$ cat config.mk
export PLATFORM = sky130hd
export DESIGN_NAME = i2c_target_regfile
export DESIGN_NICKNAME = d
export VERILOG_FILES = /design/src/rtl/i2c_pkg.sv /design/src/rtl/i2c_bus_sync.sv /design/src/rtl/i2c_target_regfile.sv
export SDC_FILE = /design/constraint.sdc
export NUM_CORES = 1
export LEC_CHECK = 0
export ABC_AREA = 0
export ABC_CLOCK_PERIOD_IN_PS = 2600
export BUFFER_PORTS_ARGS = -buffer_cell sky130_fd_sc_hd__buf_2
export CAP_MARGIN = 10
export CORE_ASPECT_RATIO = 0.9
export CORE_MARGIN = 4
export CORE_UTILIZATION = 45
export CTS_BUF_LIST = sky130_fd_sc_hd__clkbuf_4
export CTS_CLUSTER_SIZE = 24
export DETAILED_ROUTE_END_ITERATION = 16
export PLACE_DENSITY = 0.65
export SLEW_MARGIN = 25
export SYNTH_ARGS = -nofsm -noshare
export SYNTH_HDL_FRONTEND = slang
export SYNTH_SLANG_ARGS = --single-unit
$ cat constraint.sdc
create_clock -name clk -period 2.6 [get_ports clk]
set_input_delay 0.26 -clock clk [delete_from_list [all_inputs] [get_ports clk]]
set_output_delay 0.26 -clock clk [all_outputs]
set_load 0.01 [all_outputs]
$ cat src/rtl/i2c_pkg.sv
// Shared types and bus constants for the I2C target register-file block.
package i2c_pkg;

  typedef enum logic [3:0] {
    IDLE,
    ADDR,
    ADDR_ACK,
    PTR,
    PTR_ACK,
    WDATA,
    WDATA_ACK,
    RDATA,
    RDATA_ACK,
    WAIT_STOP
  } i2c_state_e;

  localparam logic I2C_ACK  = 1'b0;
  localparam logic I2C_NACK = 1'b1;
  localparam logic RW_WRITE = 1'b0;
  localparam logic RW_READ  = 1'b1;

  localparam logic [3:0] BITS_PER_BYTE = 4'd8;

endpackage

$ cat src/rtl/i2c_bus_sync.sv
// Synchronises the asynchronous SCL/SDA pads and derives single-cycle
// edge, START and STOP pulses from the synchronised levels.
module i2c_bus_sync #(
  parameter int SYNC_STAGES = 2
) (
  input  logic clk,
  input  logic rst,
  input  logic scl_i,
  input  logic sda_i,
  output logic scl_s,
  output logic sda_s,
  output logic scl_rise,
  output logic scl_fall,
  output logic start,
  output logic stop
);

  logic [SYNC_STAGES-1:0] scl_sync;
  logic [SYNC_STAGES-1:0] sda_sync;
  logic                   scl_h;
  logic                   sda_h;

  // Idle bus is high on both lines, so reset to 1 to avoid a false START.
  always_ff @(posedge clk) begin
    if (rst) begin
      scl_sync <= '1;
      sda_sync <= '1;
      scl_h    <= 1'b1;
      sda_h    <= 1'b1;
    end else begin
      scl_sync <= {scl_sync[SYNC_STAGES-2:0], scl_i};
      sda_sync <= {sda_sync[SYNC_STAGES-2:0], sda_i};
      scl_h    <= scl_s;
      sda_h    <= sda_s;
    end
  end

  assign scl_s    = scl_sync[SYNC_STAGES-1];
  assign sda_s    = sda_sync[SYNC_STAGES-1];
  assign scl_rise = scl_s & ~scl_h;
  assign scl_fall = ~scl_s & scl_h;
  // SDA may only move while SCL is low, except for START/STOP.
  assign start    = scl_s & scl_h & sda_h & ~sda_s;
  assign stop     = scl_s & scl_h & ~sda_h & sda_s;

endmodule

$ cat src/rtl/i2c_target_regfile.sv
// I2C target with a register pointer (auto-increment, wrap) that exposes
// byte-wide write/read strobes to a local register bank.
module i2c_target_regfile
  import i2c_pkg::*;
#(
  parameter logic [6:0] TARGET_ADDR = 7'h2A,
  parameter int         DEPTH       = 16,
  parameter int         SYNC_STAGES = 2,
  localparam int        PTR_W       = $clog2(DEPTH)
) (
  input  logic             clk,
  input  logic             rst,
  input  logic             scl_i,
  input  logic             sda_i,
  output logic             sda_oe,
  output logic [PTR_W-1:0] reg_addr,
  output logic [7:0]       reg_wdata,
  output logic             reg_wr_en,
  input  logic [7:0]       reg_rdata,
  output logic             reg_rd_en,
  output logic             busy
);

  logic unused_scl_s;
  logic sda_s, scl_rise, scl_fall, start, stop;

  i2c_bus_sync #(.SYNC_STAGES(SYNC_STAGES)) u_sync (
    .clk      (clk),
    .rst      (rst),
    .scl_i    (scl_i),
    .sda_i    (sda_i),
    .scl_s    (unused_scl_s),
    .sda_s    (sda_s),
    .scl_rise (scl_rise),
    .scl_fall (scl_fall),
    .start    (start),
    .stop     (stop)
  );

  i2c_state_e       state, state_n;
  logic [3:0]       bit_cnt, bit_cnt_n;
  logic [7:0]       shreg, shreg_n;
  logic [PTR_W-1:0] ptr, ptr_n;
  logic             sda_oe_n, busy_n, rw, rw_n, wr_en_n, load_rd;

  always_ff @(posedge clk) begin
    if (rst) begin
      state     <= IDLE;
      bit_cnt   <= '0;
      ptr       <= '0;
      sda_oe    <= 1'b0;
      busy      <= 1'b0;
      rw        <= RW_WRITE;
      reg_wr_en <= 1'b0;
    end else begin
      state     <= state_n;
      bit_cnt   <= bit_cnt_n;
      ptr       <= ptr_n;
      sda_oe    <= sda_oe_n;
      busy      <= busy_n;
      rw        <= rw_n;
      reg_wr_en <= wr_en_n;
    end
  end

  always_ff @(posedge clk) begin
    shreg <= shreg_n;
  end

  always_comb begin
    state_n   = state;
    bit_cnt_n = bit_cnt;
    shreg_n   = shreg;
    ptr_n     = ptr;
    sda_oe_n  = sda_oe;
    busy_n    = busy;
    rw_n      = rw;
    wr_en_n   = 1'b0;
    load_rd   = 1'b0;
    reg_rd_en = 1'b0;

    // Post-increment after the write strobe has presented the old pointer.
    if (reg_wr_en) ptr_n = ptr + PTR_W'(1);

    if (start) begin
      state_n   = ADDR;
      bit_cnt_n = '0;
      sda_oe_n  = 1'b0;
    end else if (stop) begin
      state_n  = IDLE;
      sda_oe_n = 1'b0;
      busy_n   = 1'b0;
    end else begin
      case (state)
        ADDR, PTR, WDATA: begin
          if (scl_rise && bit_cnt != BITS_PER_BYTE) begin
            shreg_n   = {shreg[6:0], sda_s};
            bit_cnt_n = bit_cnt + 4'd1;
            wr_en_n   = (state == WDATA) && (bit_cnt == BITS_PER_BYTE - 4'd1);
          end else if (scl_fall && bit_cnt == BITS_PER_BYTE) begin
            bit_cnt_n = '0;
            sda_oe_n  = I2C_ACK == 1'b0;
            case (state)
              ADDR: begin
                if (shreg[7:1] == TARGET_ADDR) begin
                  rw_n    = shreg[0];
                  busy_n  = 1'b1;
                  state_n = ADDR_ACK;
                end else begin
                  sda_oe_n = 1'b0;
                  busy_n   = 1'b0;
                  state_n  = WAIT_STOP;
                end
              end
              PTR: begin
                ptr_n   = shreg[PTR_W-1:0];
                state_n = PTR_ACK;
              end
              default: state_n = WDATA_ACK;
            endcase
          end
        end
        ADDR_ACK: begin
          if (scl_fall) begin
            sda_oe_n = 1'b0;
            if (rw == RW_READ) load_rd = 1'b1;
            else               state_n = PTR;
          end
        end
        PTR_ACK, WDATA_ACK: begin
          if (scl_fall) begin
            sda_oe_n = 1'b0;
            state_n  = WDATA;
          end
        end
        RDATA: begin
          if (scl_rise) begin
            bit_cnt_n = bit_cnt + 4'd1;
          end else if (scl_fall && bit_cnt == BITS_PER_BYTE) begin
            bit_cnt_n = '0;
            sda_oe_n  = 1'b0;
            state_n   = RDATA_ACK;
          end else if (scl_fall && bit_cnt != 4'd0) begin
            shreg_n  = {shreg[6:0], 1'b0};
            sda_oe_n = ~shreg[6];
          end
        end
        RDATA_ACK: begin
          if (scl_rise) begin
            shreg_n[0] = sda_s;
            bit_cnt_n  = 4'd1;
          end else if (scl_fall && bit_cnt == 4'd1) begin
            if (shreg[0] == I2C_ACK) load_rd = 1'b1;
            else                     state_n = WAIT_STOP;
          end
        end
        IDLE, WAIT_STOP: ;
        default: state_n = IDLE;
      endcase
    end

    // Fetch the next read byte and present its MSB on the bus.
    if (load_rd) begin
      reg_rd_en = ~rst;
      shreg_n   = reg_rdata;
      ptr_n     = ptr + PTR_W'(1);
      sda_oe_n  = ~reg_rdata[7];
      bit_cnt_n = '0;
      state_n   = RDATA;
    end
  end

  assign reg_addr  = ptr;
  assign reg_wdata = shreg;

endmodule

Yosys cells after proc, flatten, opt, wreduce, memory -nomap -nowiden
Cells that the tools add are included.
- flip-flop bits (word level): 30
- word-level logic and storage cells: 175
- input bits: 12
- reduce and logical (&&, ||, !) cells: 29
- add/subtract/negate cells: 2
- bitwise operators: 19
- eq/ne operators: 46
- muxes and demuxes: 65
- operators with widths (kind ; number):
    $mux W4 ; 23
    $mux W8 ; 7
    $ne A5 B5 Y1 const B ; 10
    $mux W1 ; 25
    $ne A2 B2 Y1 const B ; 12
    $pmux W4 S6 ; 1
    $reduce_and A11 Y1 ; 2
    $eq A4 B3 Y1 const B ; 5
    $ne A3 B3 Y1 const B ; 5
    $pmux W7 S2 ; 1
    $reduce_and A7 Y1 ; 2
    $eq A4 B4 Y1 const B ; 3
    $not A1 Y1 ; 12
    $pmux W4 S3 ; 1
    $mux W3 ; 3
    $reduce_or A3 Y1 ; 3
    $add A4 B1 Y4 const B ; 2
    $eq A4 B1 Y1 const B ; 2
    $eq A4 B2 Y1 const B ; 2
    $ne A4 B4 Y1 const B ; 2
    $pmux W4 S2 ; 1
    $reduce_and A8 Y1 ; 1
    $reduce_bool A4 Y1 ; 2
    $and A1 B1 Y1 ; 7
    other kinds (17) ; 27

Longest topological paths before layout
Gate-level depths: netlist of run 1.
- depth in word-level cells: 10
- mapped depth: 8
- mapped depth without buffers: 8

Hierarchy
A second synthesis of run 1 with hierarchy kept.
- cells, all modules: 228
- area, all modules: 1949.4 um2
- by module, submodules not included (module ; area each (um2) ; sequential area each (um2) ; cells each ; instances):
    i2c_target_regfile ; 1759.2 ; 560.5 ; 212 ; 1
    i2c_bus_sync ; 190.2 ; 120.1 ; 16 ; 1

Worst setup path after synthesis of run 1
No wires, ideal clock.
- kind: register -> register
- from: register bit_cnt[0]
- to: register shreg[1] (netlist: reg_wdata[1]) (enable)
- arrival time: 1.716 ns
- path buffers: 0
- library setup time: 0.381 ns
- data required time: 2.219 ns
- cell stages (with the launch flop): 7
- slack: 0.504 ns
- cell sequence: dfxtp_1 inv_1 ha_1 and3b_1 nor2_1 o221ai_1 o21ai_0
- cells in the longest elaborated chain, start to end: 9
- elaborated cells on any way between the ends: 21
- RTL lines (item ; line ; text):
    start, declared ; i2c_target_regfile.sv:41 ; logic [3:0] bit_cnt, bit_cnt_n;
    start signal, assigned ; i2c_target_regfile.sv:57 ; bit_cnt <= bit_cnt_n;
    $eq A4 B1 Y1 ; i2c_target_regfile.sv:152 ; end else if (scl_fall && bit_cnt == 4'd1) begin
    $logic_and A1 B1 Y1 ; i2c_target_regfile.sv:152 ;
    $mux W1 ; i2c_target_regfile.sv:152 ;
    $mux W1 ; i2c_target_regfile.sv:149 ; if (scl_rise) begin
    $pmux W1 S2 ; i2c_target_regfile.sv:94 ; case (state)
    $mux W1 ; i2c_target_regfile.sv:89 ; end else if (stop) begin
    $mux W1 ; i2c_target_regfile.sv:85 ; if (start) begin
    $ne A3 B3 Y1 (no source line), or another cell as far along ; -- ;
    $reduce_and A7 Y1 (no source line) (*) ; -- ;
    end signal, assigned ; i2c_target_regfile.sv:67 ; shreg <= shreg_n;
    end, declared ; i2c_target_regfile.sv:42 ; logic [7:0] shreg, shreg_n;
Mark *: on every way between the ends. The rest lies on a longest branch, timed or not.
A chain may end at the register's enable or synchronous reset.

Worst setup path in the final report of run 1
- from: register state[1]
- to: output reg_rd_en
- cells in the longest elaborated chain, start to end: 5
- elaborated cells on any way between the ends: 6
- RTL lines (item ; line ; text):
    start, declared ; i2c_target_regfile.sv:40 ; i2c_state_e state, state_n;
    start signal, assigned ; i2c_target_regfile.sv:56 ; state <= state_n;
    $eq A4 B4 Y1 or $eq A4 B2 Y1 (tied branches) ; i2c_target_regfile.sv:94 ;
    $pmux W1 S2 (*) ; i2c_target_regfile.sv:94 ;
    $mux W1 (*) ; i2c_target_regfile.sv:89 ;
    $mux W1 (*) ; i2c_target_regfile.sv:85 ;
    $mux W1 (*) ; i2c_target_regfile.sv:163 ; if (load_rd) begin
    end, declared ; i2c_target_regfile.sv:20 ; output logic reg_rd_en,
Marked as above.

==> impl_summary.md, run 1 <==
Timing
The smallest clock period supported by the final layout is computed as 2370 ps. Measured against its own limit, the worst slew margin works out to 57.1%. Of the available clock period, the critical path in the final layout requires 91.2%. Timing would allow up to 422 MHz. For the pin with the worst max-slew slack, the measured transition is 639 ps. The setup total negative slack is 0 ps. Setup repair after global routing left no endpoint under its margin. The setup-violating endpoint count in the final report is 0. The post-route clock skew is 5.99 ps. The final number of hold-violating endpoints came to 0. The setup slack after layout is 228 ps.

The number of slew-limit violations in the final report is 0.

Placement
The count of port buffers added during placement is 27. The pre-CTS setup slack is 240 ps. Routability-driven placement finished with a final weighted congestion of 0.875. The half-perimeter wire length after detailed placement is 3440 um.

Yosys
The number of nets in the synthesized netlist is 237. The dominant register cell in the synthesized netlist is sky130_fd_sc_hd__dfxtp_1. The number of distinct library cell variants in the gate-level netlist after synthesis is 63. The synthesized-area fraction occupied by and/or/nand/nor cells is 33.3%.

In this run the cell area of the synthesized design comes to 1860 um2. Synthesis inferred 30 register bits. The Yosys step of the flow raised 0 warnings. The number of enable flip-flop cells after synthesis is 8. In this run the mean area of a mapped cell was 8.42 um2. By area, the combinational part of the netlist is dominated by simple AND/OR/NAND/NOR gates. The adder-cell share of the synthesized area is 2.69%. The sequential-to-total area share from yosys stat is 36.6%. The parity-gate share of the synthesized area counting xor and xnor cells is 1.41%. In the synthesized netlist, mux cells make up 0.538% of the area.

Counting flops with an async set or reset pin after synthesis yields a share of 0%. The post-synthesis cell count is 221. The fraction of the mapped netlist area in compound gates is 21.8%.

Floorplanning
Once the floorplan was initialized, standard cells occupied 48.2% of the core. The area of the core is 3860 um2. The number of rows in the core area is 21. The vertical die dimension is 69.0 um.

The die covers 5230 um2. 28 I/O pins were placed. The floorplan die width is 75.8 um.

Drt
For this run, design rule violations remaining after detail routing come to 0. Before antenna repair, the detailed router went through 4 iterations. Wires add up to 4660 um.

The via total after detailed routing is 1767. The count of nets left with antenna violations once routing finished came out at 0. The detailed router finished its first iteration with 161 violations. After detailed routing, the number of vias per cell comes to 5.79. Dividing the detail-routed wire length by the instance count gives 15.3 um.

Pwr
Sequential cells account for 41.9% of the total power. Power spread over the standard cell area amounts to 692 nW/um2. The share of total power consumed by net switching is 38.2%.

The logic gate share of total power is 39.8%. The clock network is responsible for 18.3% of the overall power. The net switching power is 571 uW. The internal power consumption is 923 uW. For this design the static power due to leakage is 0.000881 uW. The worst-case vdd ir drop is 0.000482 V.

Worst setup path
The data arrival time at the worst-slack endpoint is 2110 ps. The worst setup path is launched from a flip-flop. At the worst endpoint, the required time is 2340 ps. The worst register-to-register path has a depth of 9. The critical path is of the flip-flop to output port type. The endpoint of the most critical register-to-register path is rw. The worst register-to-register path begins at bit_cnt[0]. The endpoint type of the worst setup path is an output port. Of all nets on the critical path, the largest fanout is 9.

In this run the register-to-register setup slack is 420 ps.

Clocking
In this run the clock root is driven by a sky130_fd_sc_hd__clkbuf_4. The post-cts resize count is 0. The count of H-tree levels built during CTS is 2. The longest clock path from root to sink contains 2 buffers.

TritonCTS built the clock tree. Clock-pin slew was measured on the worst setup and hold paths at 100 ps. For the worst-skew pair, the clock arrives at the later sink with an insertion delay of 330 ps.

The number of CTS-inserted buffers is 5. The number of buffers inserted for hold repair after clock tree synthesis is 0. The post-CTS setup repair buffer count is 0. For this design, the sink count on the clock tree is 30.

Global routing
The first global-routing pass estimated 7950 um of wire. The aggregate global-route resource usage is 19.3%. For this run the aggregate overflow at the end of global routing stands at 0. The number of antenna violations at the first check in global routing is 0. The number of global-route vias before repair is 1670.

Entering global routing, the biggest net connects 20 pins.

Outcome
The run finished with clean final reports.

Layout
The final antenna diode count is 0. Cells with a size suffix above 1 make up 26.6% of the layout. The count of nets after finishing is 274. The growth of design area from synthesis to finish is 15.9%.

Hold path
The capture endpoint of the worst hold path is u_sync.sda_sync[0]. The startpoint of the tightest hold check path is sda_i. Counting instances, the worst hold path has a depth of 2. The worst hold path belongs to the class input pin to flip-flop.

Run
Across the run, the number of max-cap violations was 0.
[worst max path at each step]
stage	start	endpoint	slack, ps
after floorplan	bit_cnt[0]	reg_wdata[1]	500
after global routing	bit_cnt[1]	reg_rd_en	50
after global placement	bit_cnt[0]	reg_wdata[5]	270
final	state[1]	reg_rd_en	230
after CTS	state[1]	reg_rd_en	160
after detailed placement	bit_cnt[0]	reg_wdata[6]	240
[metrics by stage]
step | power (uW) | util (%) | cell area [um2] | hold WS [ps] | cells
after floorplan | 1070 | - | 1860 | 364 | 221
after global placement | 1210 | 54.3 | 2100 | 396 | 297
after detailed placement | 1220 | 54.3 | 2100 | 399 | 297
after CTS | 1490 | 55.7 | 2150 | 95.0 | 305
after global routing | 1600 | 55.9 | 2160 | 93.3 | 305
final | 1490 | 55.9 | 2160 | 105 | 305
[sequential cells by signal, summed over array words and instances, names as in the netlist]
name,flops
bit_cnt,4
u_sync.scl_h,1
reg_wr_en,1
rw,1
u_sync.scl_sync,2
u_sync.sda_sync,2
state,4
sda_oe,1
reg_addr,4
u_sync.sda_h,1
busy,1
reg_wdata,8
[worst max-delay path, stage by stage, from the launching register on]
cell and delay, ps:
sky130_fd_sc_hd__dfxtp_1 390, sky130_fd_sc_hd__buf_4 210, sky130_fd_sc_hd__nor4b_4 360, sky130_fd_sc_hd__a22oi_2 100, sky130_fd_sc_hd__nand2b_1 290, sky130_fd_sc_hd__buf_4 220, sky130_fd_sc_hd__nor2_1 80, sky130_fd_sc_hd__buf_2 130
[synthesized netlist by cell type, types with 2 or more instances]
cell type	number	area, um2
sky130_fd_sc_hd__dfxtp_1	22	440
sky130_fd_sc_hd__nor3_1	2	10.0
sky130_fd_sc_hd__nor4b_1	2	17.5
sky130_fd_sc_hd__o21bai_1	2	15.0
sky130_fd_sc_hd__nand2_1	30	113
sky130_fd_sc_hd__edfxtp_1	8	240
sky130_fd_sc_hd__or2_2	7	43.8
sky130_fd_sc_hd__a211oi_1	3	22.5
sky130_fd_sc_hd__buf_2	3	15.0
sky130_fd_sc_hd__and3b_1	3	26.3
sky130_fd_sc_hd__nor3b_1	2	15.0
sky130_fd_sc_hd__nor4b_2	2	30.0
sky130_fd_sc_hd__xor2_1	2	17.5
sky130_fd_sc_hd__a21oi_1	18	90.1
sky130_fd_sc_hd__nand2_2	2	12.5
sky130_fd_sc_hd__nor4_1	4	25.0
sky130_fd_sc_hd__ha_1	4	50.1
sky130_fd_sc_hd__nand4b_1	2	17.5
sky130_fd_sc_hd__nand2b_1	7	43.8
sky130_fd_sc_hd__inv_1	5	18.8
sky130_fd_sc_hd__a31oi_1	5	31.3
sky130_fd_sc_hd__o21ai_1	3	15.0
sky130_fd_sc_hd__o21ai_0	7	35.0
sky130_fd_sc_hd__o22ai_1	5	31.3
sky130_fd_sc_hd__clkbuf_1	3	11.3
sky130_fd_sc_hd__nor2_1	25	93.8
sky130_fd_sc_hd__a211oi_2	2	25.0
sky130_fd_sc_hd__nand3_1	6	30.0
[per-layer routing]
metal | vias up | GRT usage, % | part of all wire [%]
met5 | - | 0 | 0
met4 | 0 | 6.99 | 1.3
met3 | 8 | 5.09 | 5.9
met2 | 51 | 27.0 | 45
met1 | 832 | 28.2 | 47
li1 | 876 | - | -
[cells in the final DEF, fill, tap and decap left out, types with 4 or more instances in the layout]
| master | Yosys | layout |
|---|---|---|
| sky130_fd_sc_hd__o21ai_0 | 7 | 6 |
| sky130_fd_sc_hd__nand2b_1 | 7 | 7 |
| sky130_fd_sc_hd__nand3_1 | 6 | 6 |
| sky130_fd_sc_hd__a21oi_1 | 18 | 18 |
| sky130_fd_sc_hd__inv_1 | 5 | 5 |
| sky130_fd_sc_hd__ha_1 | 4 | 4 |
| sky130_fd_sc_hd__nor2_1 | 25 | 25 |
| sky130_fd_sc_hd__o22ai_1 | 5 | 5 |
| sky130_fd_sc_hd__nor4_1 | 4 | 4 |
| sky130_fd_sc_hd__dfxtp_1 | 22 | 22 |
| sky130_fd_sc_hd__a31oi_1 | 5 | 5 |
| sky130_fd_sc_hd__edfxtp_1 | 8 | 8 |
| sky130_fd_sc_hd__clkbuf_4 | 0 | 6 |
| sky130_fd_sc_hd__buf_4 | 1 | 12 |
| sky130_fd_sc_hd__buf_2 | 3 | 27 |
| sky130_fd_sc_hd__o21ai_1 | 3 | 4 |
| sky130_fd_sc_hd__nand2_1 | 30 | 30 |
| sky130_fd_sc_hd__or2_2 | 7 | 7 |
[kinds of logic after synthesis]
group                    Yosys count
AND/OR/NAND/NOR                  110
AO/OA/AOI/OAI                     59
multiplexers                       1
adder cells (fa/ha/maj)            4
flip-flops                        30
XOR/XNOR                           3
buffers and inverters             14
[power by group through the flow]
stage | Clock (uW) | Combinational (uW) | Sequential (uW)
finish | 274 | 594 | 626
global route | 308 | 655 | 637
CTS | 286 | 585 | 624
detailed placement | 0 | 580 | 636
global placement | 0 | 575 | 634
floorplan | 0 | 445 | 625
[layout make-up]
cell class                      count  area [um2]
Inverter                            5        18.8
Fill cell                         377        1700
Clock buffer                        6        45.0
Sequential cell                    30         681
Multi-Input combinational cell    177        1120
Tap cell                           46        57.6
Timing Repair Buffer               39         225
Clock inverter                      2        8.76
Note: power is estimated with default switching activity, not from simulation.
==> inputs of run 2 (changes only) <==
Settings changed: SYNTH_HIERARCHICAL from default to 1.
==> impl_summary.md, run 2 <==
Global routing
The number of global-route vias before repair came to 1608 (-3.7%). The number of antenna violations at the first check in global routing was 0 (unchanged). The total congestion overflow came to 0 (unchanged). The aggregate global-route resource usage is 18.7% (-0.61 points). The wire length of the first global-routing pass came to 8140 um (+2.4%). The largest net degree at the start of global routing is 23 (+15%).

Placement
The final weighted congestion in routability-driven placement came to 0.842 (-3.8%). The count of port buffers added during placement is 27 (unchanged). The half-perimeter wire length after detailed placement is 3530 um (+2.6%).

Drt
The detailed-router iteration count before antenna repair is 4 (unchanged). The final routed wire length divided by cell count came to 15.7 um (+3.0%). The final routed wirelength across all metal layers is 4820 um (+3.3%). The remaining antenna violation count after routing came to 0 (unchanged). The count of unresolved DRC violations after routing is 0 (unchanged).

The per-cell via count in the routed design is 5.75 (-0.67%). The via total after detailed routing is 1761 (-0.34%). The iteration-0 DRC count of the detailed router was 158 (-1.9%).

Layout
The top cell types in the final layout, fill and taps aside, are 31 x sky130_fd_sc_hd__nand2_1, 27 x sky130_fd_sc_hd__buf_2, 22 x sky130_fd_sc_hd__dfxtp_1. The library cell used most frequently in the layout, excluding fill and tap cells, is sky130_fd_sc_hd__nand2_1. The growth of design area from synthesis to finish is 12.0%. The final core utilization is 52.9% (-3.0 points). The final antenna diode count was 0 (unchanged). The count of nets after finishing is 273 (-0.36%). The number of flip-flops under the largest register name is 8 (unchanged). The ratio of cells with drive above 1 in the final layout is 22.9% (-3.8 points).

Run
The number of violations of the max-capacitance limit was 0 (unchanged).

Yosys
After synthesis, the largest family of logic cells by area is simple AND/OR/NAND/NOR gates. By count the netlist is led by 31 x sky130_fd_sc_hd__nand2_1, 22 x sky130_fd_sc_hd__dfxtp_1, 20 x sky130_fd_sc_hd__nor2_1. The share of cell area taken by muxes after synthesis is 1.03% (+0.49 points). The synthesized-area fraction occupied by and/or/nand/nor cells is 33.9% (+0.56 points).

sky130_fd_sc_hd__dfxtp_1 takes more of the synthesized area than any other cell. The warning count from the yosys run came to 6 (+6). The dominant register cell in the synthesized netlist is sky130_fd_sc_hd__dfxtp_1. Ranked by total cell area, the synthesized netlist is headed by sky130_fd_sc_hd__dfxtp_1 23%, sky130_fd_sc_hd__edfxtp_1 12%, sky130_fd_sc_hd__nand2_1 6.0%, sky130_fd_sc_hd__nor2_1 3.9%, sky130_fd_sc_hd__o21ai_0 3.9%. The synthesized area divided by synthesized cell count is 8.55 um2 (+1.5%). The sequential-to-total area share from yosys stat is 34.9% (-1.6 points). The number of nets produced by synthesis is 244 (+3.0%). The summed instance area of the synthesized netlist came to 1950 um2 (+4.7%). The parity-gate share of the synthesized area counting xor and xnor cells is 0.899% (-0.51 points).

The adder-cell share of the synthesized area was 2.57% (-0.12 points). Among all cell types in the netlist, the one instantiated most often is sky130_fd_sc_hd__nand2_1. The register bit count reported by yosys is 30 (unchanged).

The post-synthesis cell count is 228 (+3.2%). The fraction of the mapped netlist area in compound gates is 21.7% (-0.15 points). The number of enable flip-flop cells after synthesis is 8 (unchanged).

The share of async-settable or async-resettable flops after synthesis was 0% (unchanged). The fraction of synthesized cell area taken by the top area cell type was 22.6% (-1.1 points). The number of distinct library cell variants in the gate-level netlist after synthesis is 63 (unchanged).

Clocking
The clock latency on the worst-skew pair was 340 ps (about the same). The TritonCTS clock tree is yes. The number of buffers inserted for hold repair after clock tree synthesis came to 0 (unchanged). The post-cts resize count is 0 (unchanged). The number of CTS-inserted buffers is 5 (unchanged). The number of buffers between clock root and the deepest sink was 2 (unchanged). The clock-pin slew of the registers on the worst-case setup and hold paths is 90 ps (about the same). The post-CTS setup repair buffer count was 0 (unchanged). The count of H-tree levels built during CTS was 2 (unchanged). The root buffer cell is sky130_fd_sc_hd__clkbuf_4. The total number of clock tree sinks is 30 (unchanged).

Worst setup path
The worst-case register-to-register setup slack was 460 ps (+40 ps). The worst reg2reg path startpoint is u_sync/scl_h. The critical path in this run is classified as flip-flop to output port. The peak fanout along the critical path is 14 (+5). The startpoint kind of the worst setup timing path is a flip-flop. The data arrival time at the worst-slack endpoint is 2120 ps (about the same). STA classifies the critical path endpoint as an output port. The critical path launch point is u_sync/scl_h.

The data required time of the critical path is 2340 ps (about the same).

Floorplanning
The floorplan die width is 77.4 um (+2.1%). The initial cell density of the core came to 47.2% (-0.99 points). The I/O pin count is 28 (unchanged). The number of rows in the core area is 22 (+4.8%). The area of the core was 4130 um2 (+6.9%). The vertical die dimension was 70.4 um (+2.1%). The area of the die is 5450 um2 (+4.2%).

Pwr
The leakage power total was 0.000888 uW (+0.79%). The sequential fraction of design power was 49.2% (+7.3 points). The worst-case vdd ir drop was 0.000306 V (-37%).

The internal power consumption is 764 uW (-17%). The logic gate share of total power is 26.4% (-13 points). The clock network fraction of design power is 24.4% (+6.1 points). The net switching power is 377 uW (-34%).

The power per cell area is 522 nW/um2 (-25%). The share of total power consumed by net switching is 33.0% (-5.2 points).

Timing
The final clock period utilization by the worst path is 91.6% (+0.34 points). The post-route clock skew is 6.05 ps (+0.0641 ps). The number of slew-limit violations in the final report is 0 (unchanged). The setup total negative slack came to 0 ps (unchanged). Setup repair after global routing left no endpoint under its margin. The final number of hold-violating endpoints came to 0 (unchanged). The time the final worst path needs with I/O delays and setup is 2380 ps (+8.84 ps). The max-slew headroom at the worst pin is 63.1% (+6.0 points). The setup-violating endpoint count in the final report is 0 (unchanged). The timing-limited maximum frequency came to 420 MHz (-0.37%). The transition time of the tightest slew-check pin is 552 ps (-87.1 ps).

Hold path
The worst hold path begins at scl_i. The worst hold path class is input pin to flip-flop.

Outcome
The flow ran to the end, and the final reports show no timing, DRC or antenna violations.
[run 2: power by group through the flow]
stage | sequential (uW) | clock [uW] | combinational (uW)
after CTS | 561 | 285 | 300
after global placement | 572 | 0 | 298
after floorplan | 566 | 0 | 214
final | 561 | 278 | 302
after detailed placement | 572 | 0 | 298
after global routing | 568 | 302 | 335
[run 2: metrics by stage]
step	total power [uW]	instances	hold WS, ps	worst slack (ps)	area, um2
global placement	870	298	384	517	2130
detailed placement	870	298	390	506	2130
finish	1140	306	95.9	219	2180
global route	1200	306	87.3	61.7	2180
floorplan	780	228	357	383	1950
CTS	1150	306	89.7	264	2180
[run 2: worst paths after layout]
kind              cells after the start                 end
setup / recovery                      6           reg_rd_en
hold / removal                        2  u_sync/scl_sync[0]
setup reg to reg                      7         reg_addr[3]
hold reg to reg                       1  u_sync/sda_sync[1]
[run 2: metal layers]
layer / global-route usage, % / wire length [um] / up-vias / share of wire [%]
met2: 25.6 / 2020 / 46 / 42
met1: 27.8 / 2410 / 814 / 50
met3: 5.41 / 329 / 7 / 6.8
met5: 0 / 0 / - / 0
met4: 5.93 / 55 / 0 / 1.1
li1: - / - / 894 / -
[run 2: final cells by class]
| cell class | count | area, um2 |
|---|---|---|
| timing repair buffer | 35 | 195 |
| clock inverter | 2 | 8.76 |
| clock buffer | 6 | 45.0 |
| inverter | 6 | 22.5 |
| multi-input combinational | 179 | 1170 |
| tap | 48 | 60.1 |
| fill | 402 | 1950 |
| sequential | 30 | 681 |
[run 2: critical path, cell delays in order, from the launching register on]
cell and delay [ps]:
sky130_fd_sc_hd__dfxtp_1 370, sky130_fd_sc_hd__nor2b_1 300, sky130_fd_sc_hd__nor4b_1 430, sky130_fd_sc_hd__and4_4 320, sky130_fd_sc_hd__o21ai_4 130, sky130_fd_sc_hd__nor2_1 110
sky130_fd_sc_hd__buf_2 130
[run 2: cell families (layout without fill, tap and decap cells)]
group | after synthesis | in the layout
xor gates and xnor gates | 2 | 2
and+or+nand+nor | 114 | 114
AOI/OAI and AO/OA | 57 | 57
DFF | 30 | 30
muxes | 2 | 2
adders and majority gates | 4 | 4
buffers and inverters | 19 | 49
